[config.mk]
export PLATFORM = sky130hd
export DESIGN_NAME = pll_reset_seq
export DESIGN_NICKNAME = d
export VERILOG_FILES = /design/src/rtl/pll_reset_seq.sv
export SDC_FILE = /design/constraint.sdc
export NUM_CORES = 1
export LEC_CHECK = 0
export BUFFER_PORTS_ARGS = -buffer_cell sky130_fd_sc_hd__buf_2
export CAP_MARGIN = 0
export CORE_ASPECT_RATIO = 0.6
export CORE_MARGIN = 2
export CORE_UTILIZATION = 30
export CTS_CLUSTER_DIAMETER = 120
export DETAILED_ROUTE_END_ITERATION = 7
export PLACE_DENSITY = 0.54
export SLEW_MARGIN = 20
export SYNTH_ARGS = -nofsm -noshare
export SYNTH_HDL_FRONTEND = slang
export SYNTH_SLANG_ARGS = --single-unit
export TNS_END_PERCENT = 5
[constraint.sdc]
create_clock -name clk_74a -period 3 [get_ports clk_74a]
set_input_delay 0.3 -clock clk_74a [delete_from_list [all_inputs] [get_ports clk_74a]]
set_output_delay 0.3 -clock clk_74a [all_outputs]
set_load 0.01 [all_outputs]
[src/rtl/pll_reset_seq.sv]
// PLL bring-up sequencer: pulses the PLL reset, filters its lock flag, and
// releases the core reset only after a stable lock plus a settling delay.
module pll_reset_seq #(
   parameter int RST_PULSE    = 16,
   parameter int LOCK_TIMEOUT = 1048576,
   parameter int LOCK_FILTER  = 1024,
   parameter int RELEASE_DLY  = 256
) (
   input  logic       clk_74a,
   input  logic       reset_n,
   input  logic       pll_locked,
   output logic       pll_rst,
   output logic       core_reset_n,
   output logic       pll_ok,
   output logic [3:0] retry_count
);

   function automatic int max2(input int a, input int b);
      return (a > b) ? a : b;
   endfunction

   // Each state stops at its terminal count minus one, so max-1 must fit.
   localparam int CNT_MAX = max2(max2(RST_PULSE, LOCK_TIMEOUT), max2(LOCK_FILTER, RELEASE_DLY));
   localparam int CW      = $clog2(CNT_MAX);

   typedef logic [CW-1:0] cnt_t;

   localparam cnt_t RST_LAST     = cnt_t'(RST_PULSE - 1);
   localparam cnt_t TIMEOUT_LAST = cnt_t'(LOCK_TIMEOUT - 1);
   localparam cnt_t FILTER_LAST  = cnt_t'(LOCK_FILTER - 1);
   localparam cnt_t DELAY_LAST   = cnt_t'(RELEASE_DLY - 1);

   typedef enum logic [2:0] {
      ST_PLL_RST,
      ST_WAIT_LOCK,
      ST_FILTER,
      ST_DELAY,
      ST_RUN
   } state_t;

   state_t     state_q;
   cnt_t       cnt_q;
   logic [1:0] sync_q;
   logic       pll_rst_q;
   logic       core_reset_n_q;
   logic       pll_ok_q;
   logic [3:0] retry_q;
   logic [3:0] retry_d;
   logic       lk;

   // pll_locked comes from the PLL's own clock domain.
   always_ff @(posedge clk_74a or negedge reset_n) begin
      if (!reset_n) begin
         sync_q <= 2'b00;
      end else begin
         // NOTE: non-blocking so both flops sample the pre-edge values and form a real two-stage chain.
         sync_q <= {sync_q[0], pll_locked};
      end
   end

   assign lk = sync_q[1];

   always_comb begin
      // NOTE: default first so every path assigns retry_d and no latch is inferred.
      retry_d = retry_q;
      if (retry_q != 4'd15) begin
         retry_d = retry_q + 4'd1;
      end
   end

   always_ff @(posedge clk_74a or negedge reset_n) begin
      if (!reset_n) begin
         state_q        <= ST_PLL_RST;
         cnt_q          <= '0;
         pll_rst_q      <= 1'b1;
         core_reset_n_q <= 1'b0;
         pll_ok_q       <= 1'b0;
         retry_q        <= 4'd0;
      end else begin
         case (state_q)
            ST_PLL_RST: begin
               if (cnt_q == RST_LAST) begin
                  state_q   <= ST_WAIT_LOCK;
                  cnt_q     <= '0;
                  pll_rst_q <= 1'b0;
               end else begin
                  cnt_q <= cnt_q + cnt_t'(1);
               end
            end
            ST_WAIT_LOCK: begin
               // Lock is tested first so it beats a coincident timeout.
               if (lk) begin
                  state_q <= ST_FILTER;
                  cnt_q   <= '0;
               end else if (cnt_q == TIMEOUT_LAST) begin
                  state_q   <= ST_PLL_RST;
                  cnt_q     <= '0;
                  pll_rst_q <= 1'b1;
                  retry_q   <= retry_d;
               end else begin
                  cnt_q <= cnt_q + cnt_t'(1);
               end
            end
            ST_FILTER: begin
               if (!lk) begin
                  state_q <= ST_WAIT_LOCK;
                  cnt_q   <= '0;
               end else if (cnt_q == FILTER_LAST) begin
                  state_q <= ST_DELAY;
                  cnt_q   <= '0;
               end else begin
                  cnt_q <= cnt_q + cnt_t'(1);
               end
            end
            ST_DELAY: begin
               if (!lk) begin
                  state_q <= ST_WAIT_LOCK;
                  cnt_q   <= '0;
               end else if (cnt_q == DELAY_LAST) begin
                  state_q        <= ST_RUN;
                  cnt_q          <= '0;
                  core_reset_n_q <= 1'b1;
                  pll_ok_q       <= 1'b1;
               end else begin
                  cnt_q <= cnt_q + cnt_t'(1);
               end
            end
            ST_RUN: begin
               if (!lk) begin
                  state_q        <= ST_PLL_RST;
                  cnt_q          <= '0;
                  pll_rst_q      <= 1'b1;
                  core_reset_n_q <= 1'b0;
                  pll_ok_q       <= 1'b0;
                  retry_q        <= retry_d;
               end
            end
            default: begin
               state_q        <= ST_PLL_RST;
               cnt_q          <= '0;
               pll_rst_q      <= 1'b1;
               core_reset_n_q <= 1'b0;
               pll_ok_q       <= 1'b0;
            end
         endcase
      end
   end

   assign pll_rst      = pll_rst_q;
   assign core_reset_n = core_reset_n_q;
   assign pll_ok       = pll_ok_q;
   assign retry_count  = retry_q;

endmodule

==> flow_summary.toml, run 1 <==
[finish]
final_layout_size_suffix_gt1_frac = 0.119
diodes = 0
final_common_cell = "nand2_1"
multi_input_area_sq_um = 1100
seq_area_sq_um = 777
area_growth_pct = 12.3
stdcell_count = 328
nets = 248
layout_common_cells = "nand2_1 (40), dfrtp_1 (30), nor2_1 (16)"
nFillCells = 661

[setup_path]
timing.rr.start = "cnt_q[14]"
critPathLaunch = "cnt_q[14]"
cp.required_ps = 3150
crit_end = "cnt_q[7]"
cp.arrival_ps = 2700
critPathKind = "reg -> reg"
reg2reg_depth = 5
cp-end-kind = "flop"
cp_max_fo = 8
cp-start-kind = "flop"
reg2reg_slack_ps = 450
worstReg2RegEnd = "cnt_q[7]"

[synthesis]
synth_top_family_by_area = "simple AND/OR/NAND/NOR gates"
syn_inst = 231
synth_fp_nets = 236
async_flop_share = 1.00
synth_compound_area_frac = 0.201
netlist_area_sq_um = 1970
synth_cell_types = 48
synthTopCellsByArea = "dfrtp_1 (38%), nand2_1 (7.6%), o31ai_1 (4.2%)"
synth.top_cell.area_share = 0.382
seq_area_frac_synth = 0.395
synthXorXnorAreaFrac = 0.0223
avgSynthCellArea_sq_um = 8.51
synthAdderAreaFrac = 0.0127
synthFlopType = "dfrtp_1"
synth-seq-cells = 31
yosysWarningCount = 0
synth-edff-count = 0
synth_top_cell_by_area = "dfrtp_1"
synthSimpleGateAreaFrac = 0.319
synthMuxAreaShare = 0.00573

[timing]
finalSetupTns_ps = 0
fin_crit_ps = 2550
fin_skew_ps = 8.03
rsz0062_at_grt = "no"
max_slew_margin = 0.521
hold_violations = 0
worstMarginPinSlew_ps = 719
fmax_mhz = 393
period_share = 0.849
setup_viol = 0
drv_slew = 0
setup_slack_ps = 454

[floorplan]
core_area_sq_um = 6220
die_h_um = 66.7
dieArea_sq_um = 7240
num_io_pins = 10
die_w_um = 109
initial_core_util = 0.316
rows = 22

[detailed_routing]
firstDrtPassIters = 4
postRouteAntennaNets = 0
via_per_inst = 5.27
drt-wirelength-per-cell_um = 15.5
drt_wl_total_um = 5090
drc = 0
drtIter0Drc = 156
num_vias = 1730

[placement]
port_buffers = 9
hpwl_um = 3550
place_congestion = 0.845
place_ws_ps = 484
placed_cells = 320

[clocking]
cts-resized-gates = 0
cts_hold_buffers = 0
cts_tree = "built"
cts.sinks = 31
cts-root-buf = "clkbuf_8"
clockBufferDepth = 2
numCtsBuffers = 5
cts_setup_buffers = 0
htree_levels = 2
clock_latency_ps = 290
clk_pin_slew_worst_paths_ps = 70

[global_route]
grt-ovfl-total = 0
grt_pass1_vias = 1532
track_usage = 0.157
grt_max_degree = 32
antenna_found_initial = 0
grt_first_pass_wirelength_um = 8360

[power_and_ir_drop]
power_per_cell_area_nw_per_um2 = 564
leakagePower_nw = 0.965
peakVddDrop_uv = 188

[hold_path]
hold_class = "in -> async"

[job]
drv_cap = 0

[status]
run_status = "finished, final reports clean"
[report_power, final]
part           internal, W  switching [W]  leakage, nW  total (W)
combinational     0.000116       0.000231        0.495   0.000347
sequential        0.000462      0.0000644        0.418   0.000526
clock             0.000209       0.000164       0.0515   0.000373
total             0.000787       0.000459        0.965    0.00125
[worst min path at each step]
stage | start | slack [ps] | end
6_report | reset_n | 60 | cnt_q[13]
5_1_grt | pll_locked | 100 | sync_q[0]
4_1_cts | reset_n | 100 | cnt_q[13]
3_5_place_dp | sync_q[0] | 340 | sync_q[1]
3_3_place_gp | sync_q[0] | 330 | sync_q[1]
2_1_floorplan | reset_n | 4 | cnt_q[0]
[critical path, stage by stage, from the launching register on]
cell and delay [ps]:
dfrtp_1 420, or4_4 560, nor4_4 410, a21oi_2 220
nor3_2 610, o211ai_1 190
[logic make-up after synthesis]
group,count (synthesis)
flip-flops,31
AND/OR/NAND/NOR,119
multiplexers,1
XOR/XNOR,5
buffers and inverters,19
adder cells (fa/ha/maj),2
AO/OA/AOI/OAI,54
[stage by stage]
step	utilization	hold WS (ps)	cell area, sq um	power, W
finish	0.355	58.7	2210	0.00125
global route	0.355	100	2210	0.00134
CTS	0.355	99.0	2210	0.00126
detailed placement	0.339	343	2110	0.000879
global placement	0.339	334	2110	0.000883
floorplan	-	4.41	1970	0.000765
[sequential cells by signal, indices dropped and copies added, names as in the netlist]
name / cells
state_q: 3
cnt_q: 20
pll_rst: 1
sync_q: 2
pll_ok: 1
retry_count: 4
[area by class of cell]
class,count,share of cell area
Sequential cell,31,0.352
Inverter,9,0.0153
Timing Repair Buffer,15,0.0408
Tap cell,84,0.0476
Multi-Input combinational cell,181,0.499
Clock buffer,8,0.0453
[cells in the mapped netlist, types with 2 or more instances]
cell and instances:
clkbuf_1 5, a21oi_1 4, o211ai_1 2, a21oi_2 2, o21ai_1 6, o31ai_1 11
a22o_1 2, nor2b_1 4, and4_1 3, and2_1 10, ha_1 2, nor3_1 3
nand4_1 5, dfrtp_1 30, inv_1 9, o21ai_0 2, a22oi_1 3, or3b_1 2
nand3_1 11, nand2_1 40, a31oi_1 4, o32ai_1 9, and3_1 9, buf_2 3
xnor2_1 4, a41oi_1 2, nor4_1 7, nor2_1 16, or4_1 2
[layer usage]
| metal | wire length [um] | track usage | vias to the layer above | part of all wire |
|---|---|---|---|---|
| met1 | 2930 | 0.254 | 792 | 0.58 |
| met3 | 297 | 0.0440 | 7 | 0.058 |
| li1 | - | - | 884 | - |
| met5 | 0 | 0 | - | 0 |
| met4 | 64 | 0.0529 | 0 | 0.013 |
| met2 | 1790 | 0.188 | 47 | 0.35 |
No activity file was read; power rests on OpenSTA's default activity.
==> run 2, diff against run 1 <==
==> constraint.sdc (replaced) <==
create_clock -name clk_74a -period 2.55 [get_ports clk_74a]
set_input_delay 0.255 -clock clk_74a [delete_from_list [all_inputs] [get_ports clk_74a]]
set_output_delay 0.255 -clock clk_74a [all_outputs]
set_load 0.01 [all_outputs]
==> run 2 against run 1 <==
Effect of this change: clock skew down 0.57 ps; final cell count rose by 1.2%; maximum frequency increased by 7.3%; largest cell class unchanged.
==> flow_summary.toml, run 2 (synthesis gave the netlist of run 1 again) <==
[timing]
finalSetupTns_ps = 0
fin_crit_ps = 2370
rsz0062_at_grt = "no"
fin_skew_ps = 7.46
hold_violations = 0
fmax_mhz = 421
setup_viol = 0
setup_slack_ps = 176
max_slew_margin = 0.361
drv_slew = 0
period_share = 0.931
worstMarginPinSlew_ps = 958

[finish]
regMostFlops = "cnt_q"
nets = 252
finalInstanceArea_sq_um = 2240
layout_common_cells = "nand2_1 (40), dfrtp_1 (30), nor2_1 (16)"
final_common_cell = "nand2_1"
final_layout_size_suffix_gt1_frac = 0.133
area_growth_pct = 13.8
largest_register_ffs = 20
diodes = 0

[setup_path]
critPathLaunch = "cnt_q[16]"
critPathKind = "reg -> reg"
cp_max_fo = 18
timing.rr.start = "cnt_q[16]"
reg2reg_slack_ps = 180
cp.required_ps = 2700
cp-start-kind = "flop"
cp-end-kind = "flop"
cp.arrival_ps = 2530

[detailed_routing]
postRouteAntennaNets = 0
drtIter0Drc = 130
drc = 0
drt_wl_total_um = 5150
num_vias = 1773
drt-wirelength-per-cell_um = 15.5
via_per_inst = 5.34
firstDrtPassIters = 4

[global_route]
track_usage = 0.153
grt_first_pass_wirelength_um = 8370
busiest_layer = "met1"
grt-ovfl-total = 0
met1_usage = 0.252
grt_util_met2 = 0.187
grt.met3_usage = 0.0391
grt_pass1_vias = 1582
grt_max_degree = 32
antenna_found_initial = 0

[clocking]
clk_pin_slew_worst_paths_ps = 70
clock_latency_ps = 280
cts.sinks = 31
htree_levels = 2
cts-root-buf = "clkbuf_8"
clockBufferDepth = 2
cts_hold_buffers = 0
cts_setup_buffers = 0
cts_tree = "built"
numCtsBuffers = 5

[placement]
hpwl_um = 3690
place_congestion = 0.819
port_buffers = 9
place_ws_ps = 200
place_area_sq_um = 2140

[power_and_ir_drop]
p_comb_frac = 0.303
p_clk_frac = 0.278
power_per_cell_area_nw_per_um2 = 652
peakVddDrop_uv = 197
internal-power_w = 0.000909
switchingPower_w = 0.000550
p_sw_frac = 0.377
leakagePower_nw = 0.985
seqPwrFrac = 0.419

[hold_path]
hold_class = "in -> async"

[floorplan]
rows = 22
die_h_um = 66.7
num_io_pins = 10
die_w_um = 109
dieArea_sq_um = 7240
initial_core_util = 0.316
core_area_sq_um = 6220

[status]
run_status = "finished, final reports clean"

[job]
drv_cap = 0
## run 2: changes by cell type in the layout (fill, tap and decap cells not counted), sizes merged
cell,delta
clkinv,+1
clkbuf,-1
buf,+4
## run 2: timing repair
item                                    4_1_cts  5_1_grt
endpoints found under the setup margin        0        1
endpoints found under the hold margin         0        0
resized for setup                             0        1
## run 2: per-stage QoR
step	hold slack, ps	util	total power, W	instances
after global placement	338	0.344	0.00105	324
after detailed placement	337	0.344	0.00105	324
after floorplan	-40.6	-	0.000900	231
final	32.0	0.360	0.00146	332
after global routing	73.7	0.360	0.00155	332
after CTS	53.8	0.359	0.00146	332
## run 2: worst max-delay path, stage by stage, from the launching register on
cell and delay [ps]:
dfrtp_1 460, or4_4 520, nor4_4 420, a21oi_2 340, o31ai_1 370, a22oi_1 120
## run 2: cell type report
type / instances / area [sq um]
clock inverters: 1 / 5.00
well taps: 84 / 105
fillers: 649 / 3980
multi-input cells: 181 / 1110
inverters: 9 / 33.8
clock buffers: 7 / 86.3
repair buffers: 19 / 120
flip-flops and latches: 31 / 777
## run 2: power groups by stage
| stage | clock, W | combinational, W | sequential, W |
|---|---|---|---|
| 3_5_place_dp | 0 | 0.000436 | 0.000619 |
| 6_report | 0.000406 | 0.000442 | 0.000611 |
| 2_1_floorplan | 0 | 0.000304 | 0.000597 |
| 4_1_cts | 0.000417 | 0.000436 | 0.000610 |
| 3_3_place_gp | 0 | 0.000435 | 0.000617 |
| 5_1_grt | 0.000446 | 0.000485 | 0.000622 |
## run 2: routing by layer
layer	routed length, um	share of wire
met1	2910	0.57
met2	1860	0.36
met3	342	0.066
met4	32	0.0062
met5	0	0
## run 2: worst paths after layout
path | endpoint | cells past startpoint
max in group asynchronous | retry_count[0] | 1
worst min-delay path | cnt_q[12] | 1
worst max register to register | cnt_q[15] | 5
min in group clk_74a | sync_q[0] | 1
worst max-delay path | cnt_q[15] | 5
worst min register to register | sync_q[1] | 0
